File: config.mk
export PLATFORM = sky130hd
export DESIGN_NAME = bonus_spawner
export DESIGN_NICKNAME = d
export VERILOG_FILES = /design/src/rtl/bonus_spawner.sv
export SDC_FILE = /design/constraint.sdc
export NUM_CORES = 1
export LEC_CHECK = 0
export CORE_MARGIN = 3
export CORE_UTILIZATION = 55
export CTS_BUF_LIST = sky130_fd_sc_hd__clkbuf_8
export DETAILED_ROUTE_END_ITERATION = 8
export GPL_TIMING_DRIVEN = 0
export PLACE_DENSITY = 0.89
export SLEW_MARGIN = 20
export SYNTH_ARGS = -nofsm -noshare
export SYNTH_HDL_FRONTEND = slang
export SYNTH_SLANG_ARGS = --single-unit
File: constraint.sdc
create_clock -name clk -period 6 [get_ports clk]
set_clock_uncertainty 0.2 [all_clocks]
set_input_delay 0.9 -clock clk [delete_from_list [all_inputs] [get_ports clk]]
set_output_delay 0.9 -clock clk [all_outputs]
set_load 0.03 [all_outputs]
File: src/rtl/bonus_spawner.sv
// bonus_spawner: multi-slot bonus pickup placement with lifetime, collection and spawn cooldown.
// Define BONUS_BLINK_EN to blink drawEn during the last BLINK_SECS ticks of a slot's life.
module bonus_spawner #(
  parameter int NUM_SLOTS  = 4,
  parameter int GRID_W     = 20,
  parameter int GRID_H     = 15,
  parameter int TILE_SIZE  = 32,
  parameter int PIX_OFFSET = 3,
  parameter int LIFETIME   = 15,
  parameter int COOLDOWN   = 3,
  parameter int BLINK_SECS = 3
) (
  input  logic                    clk,
  input  logic                    resetN,
  input  logic                    one_sec,
  input  logic [10:0]             matrixTopLeftX,
  input  logic [10:0]             matrixTopLeftY,
  input  logic [4:0]              inRandomX,
  input  logic [3:0]              inRandomY,
  input  logic                    randomRise,
  input  logic                    cellBlocked,
  input  logic [NUM_SLOTS-1:0]    collision,
  output logic                    newRandom,
  output logic [NUM_SLOTS*11-1:0] randomX,
  output logic [NUM_SLOTS*11-1:0] randomY,
  output logic [NUM_SLOTS-1:0]    drawEn,
  output logic [NUM_SLOTS-1:0]    collected,
  output logic [3:0]              activeCount
);
`ifdef BONUS_BLINK_EN
  localparam bit BLINK = 1'b1;
`else
  localparam bit BLINK = 1'b0;
`endif
  localparam int LW = $clog2(LIFETIME + 1);
  localparam int CW = $clog2(COOLDOWN + 2);
  logic [NUM_SLOTS-1:0] active, active_nx, vis, sel, expire;
  logic [4:0]           cell_x [NUM_SLOTS];
  logic [3:0]           cell_y [NUM_SLOTS];
  logic [LW-1:0]        life   [NUM_SLOTS];
  logic [CW-1:0]        cd;
  logic [3:0]           cnt;
  logic                 cell_ok, accept;
  always_comb begin
    logic found;
    found   = 1'b0;
    cell_ok = int'(inRandomX) < GRID_W && int'(inRandomY) < GRID_H && !cellBlocked;
    cnt     = '0;
    for (int i = 0; i < NUM_SLOTS; i++) begin
      if (active[i] && cell_x[i] == inRandomX && cell_y[i] == inRandomY) cell_ok = 1'b0;
      sel[i] = !active[i] && !found;
      found  = found | !active[i];
    end
    accept = randomRise && cell_ok && found && cd == '0;
    for (int i = 0; i < NUM_SLOTS; i++) begin
      expire[i]    = one_sec && life[i] == LW'(LIFETIME - 1);
      active_nx[i] = active[i] ? !(collision[i] || expire[i]) : (accept && sel[i]);
      cnt          = cnt + 4'(active_nx[i]);
      randomX[i*11 +: 11] = 11'(int'(cell_x[i]) * TILE_SIZE + int'(matrixTopLeftX) + PIX_OFFSET);
      randomY[i*11 +: 11] = 11'(int'(cell_y[i]) * TILE_SIZE + int'(matrixTopLeftY) + PIX_OFFSET);
    end
  end
  assign drawEn = active & (vis | {NUM_SLOTS{!BLINK}});
  always_ff @(posedge clk or negedge resetN)
    if (!resetN) begin
      active      <= '0;
      vis         <= '0;
      collected   <= '0;
      newRandom   <= 1'b0;
      activeCount <= '0;
      cd          <= '0;
      for (int i = 0; i < NUM_SLOTS; i++) begin
        cell_x[i] <= '0;
        cell_y[i] <= '0;
        life[i]   <= '0;
      end
    end else begin
      active      <= active_nx;
      collected   <= active & collision;
      newRandom   <= randomRise && !cell_ok;
      activeCount <= cnt;
      cd          <= accept ? CW'(COOLDOWN) : (one_sec && cd != '0) ? cd - CW'(1) : cd;
      for (int i = 0; i < NUM_SLOTS; i++) begin
        if (accept && sel[i]) begin
          cell_x[i] <= inRandomX;
          cell_y[i] <= inRandomY;
          life[i]   <= '0;
          vis[i]    <= 1'b1;
        end else if (active[i] && one_sec) begin
          life[i] <= life[i] + LW'(1);
          // toggling starts on the tick whose new count enters the blink window
          if (int'(life[i]) + 1 >= LIFETIME - BLINK_SECS) vis[i] <= !vis[i];
        end
      end
    end
endmodule

==> impl_metrics.toml <==
[logic_synthesis]
ys_seq_area_frac = 0.314
synth_top_area_cell = "dfrtp_1"
yosys.area.top_type_share = 0.314
synth.distinct_cells = 44
syn-instance-count = 560
synthFlopType = "dfrtp_1"
netlist_top_cells_area = "dfrtp_1, ha_1, xnor2_1"
synth.net_count = 651
yosys-top-cells-count = "dfrtp_1, xnor2_1, ha_1"
postSynth.asyncResetShare = 1.00
synth-edff-count = 0
ys_ff_latch = 67
yosysMostFrequentCell = "dfrtp_1"
synth_warnings = 0
synth_area_um2 = 5340
synth_area_per_cell_um2 = 9.53

[setup_path]
criticalPathCategory = "in -> out"
startpoint_type = "input pin"
worstPathMaxFanout = 5
critPathCaptureType = "output port"
cp_data_arrival_time_ps = 3870
crit_required_ps = 4900

[die]
coreArea_um2 = 9330
die_width_um = 105
initial_utilization = 0.572
die_h_um = 105
ioPinCount = 141
die-area_um2 = 10900
num_rows = 35

[layout]
fin_nets = 791
fin_area_um2 = 6980
areaGrowthSynthToFinish_pct = 30.7
finish.utilization = 0.748
diodes = 0
drive_gt1_frac = 0.143
layout.cells.non_filler = 834

[sta]
maxSlewHeadroom = 0.558
slew_violations = 0
setup_viol = 0
period_share = 0.828
finalSetupTns_ps = 0
timing.final.crit_period_ps = 4970
rsz0062_at_grt = "false"
final_hold_viol_count = 0
worst_pin_slew_ps = 662
max_freq_mhz = 201

[power]
peakVddDrop_mv = 0.178
p_total_mw = 1.99
powerDensity_nw_per_um2 = 286
leakage_nw = 3.24

[clock_network]
cts_buffers = 9
insertion_delay_ps = 350
cts.clk_slew.worst_paths_ps = 70
cts_tree = "done"
cts_resized = 0
clk_path_buf_depth = 2
cts_hold_buffers = 0
cts_setup_buffers = 0
clkSinkCount = 67
htreeDepth = 3
root_buffer = "clkbuf_8"

[routing]
dr.pass1.iters = 4
routed_via_density = 5.42
detail-route-antenna-nets = 0
routed_wl_um = 13700
via_count = 4523
wire_per_inst_um = 16.4
drcViolationCount = 0
first_iter_violations = 213

[placed_design]
place_inst = 818
place_congestion = 0.874
dp_hpwl_um = 10900
numPortBuffers = 128
placed_area_um2 = 6800

[global_routing]
grt_start_max_net_pins = 51
gr-total-overflow = 0
grt_pass1_wl_um = 22800
grt_usage = 0.253
antenna_found_initial = 0
grt_pass1_vias = 4800

[run]
maxCapViolCount = 0

[hold_path]
hp-class = "in -> async"

[run_status]
status = "completed"
-- logic make-up after synthesis --
kind of cell	after synthesis	share of synthesized area
mux	38	0.0832
xor+xnor	97	0.159
other cells	1	0.000703
buf+inv	80	0.0853
simple gates	138	0.131
flops	67	0.314
compound gates	88	0.105
fa+ha+maj	51	0.121
-- registers in the layout, summed over array words and instances (netlist names) --
name         cells
collected        4
life            16
cell_x          20
cell_y          16
cd               3
activeCount      3
drawEn           4
newRandom        1
-- power breakdown --
part / total [mW] / internal (mW) / switching, mW
clock: 0.338 / 0.167 / 0.171
sequential: 0.575 / 0.514 / 0.0610
combinational: 1.08 / 0.487 / 0.593
-- through the flow --
step | setup slack (ps) | hold slack (ps)
finish | 1030 | 216
global route | 865 | 221
CTS | 1070 | 214
detailed placement | 1090 | 329
global placement | 1210 | 302
floorplan | 2220 | 288
-- worst paths after layout --
kind	cells past startpoint	end	start	slack, ps
worst min register to register	2	cd[1]$_DFFE_PN0P_	cd[1]$_DFFE_PN0P_	340
worst min-delay path	1	activeCount[2]$_DFF_PN0_	resetN	220
worst max register to register	12	activeCount[1]$_DFF_PN0_	cd[0]$_DFFE_PN0P_	2530
max in group asynchronous	2	cell_y[4]$_DFFE_PN0P_	resetN	4840
min in group clk	2	cd[1]$_DFFE_PN0P_	cd[1]$_DFFE_PN0P_	340
worst max-delay path	9	randomX[32]	matrixTopLeftX[0]	1030
-- cell usage in the layout (no fill, tap or decap), types with 21 or more instances in the layout --
master / n
nand2_1: 35
xnor2_1: 64
xor2_1: 33
clkdlybuf4s50_1: 127
inv_1: 28
ha_1: 50
buf_4: 38
mux2_2: 31
dfrtp_1: 67
a21oi_1: 30
o21ai_0: 21
nor2_1: 36
-- critical path, stage by stage --
cell             delay [ps]
clkdlybuf4s50_1         500
inv_1                   100
ha_1                    250
nor3b_1                 580
a21oi_1                 230
o21ai_0                 300
o41ai_1                 120
xnor2_1                 160
clkdlybuf4s50_1         720
-- cell type report --
class	instances	area, µm²
Tap cell	129	161
Buffer	55	362
Clock inverter	5	21.3
Fill cell	660	2350
Clock buffer	11	151
Inverter	25	93.8
Multi-Input combinational cell	413	3200
Timing Repair Buffer	129	1310
Sequential cell	67	1680
-- layer usage --
layer | global-route usage | wire length (µm)
met3 | 0.0441 | 691
met5 | 0 | 0
met4 | 0.0874 | 206
met1 | 0.313 | 5880
met2 | 0.443 | 6910
No activity file was read; power rests on OpenSTA's default activity.
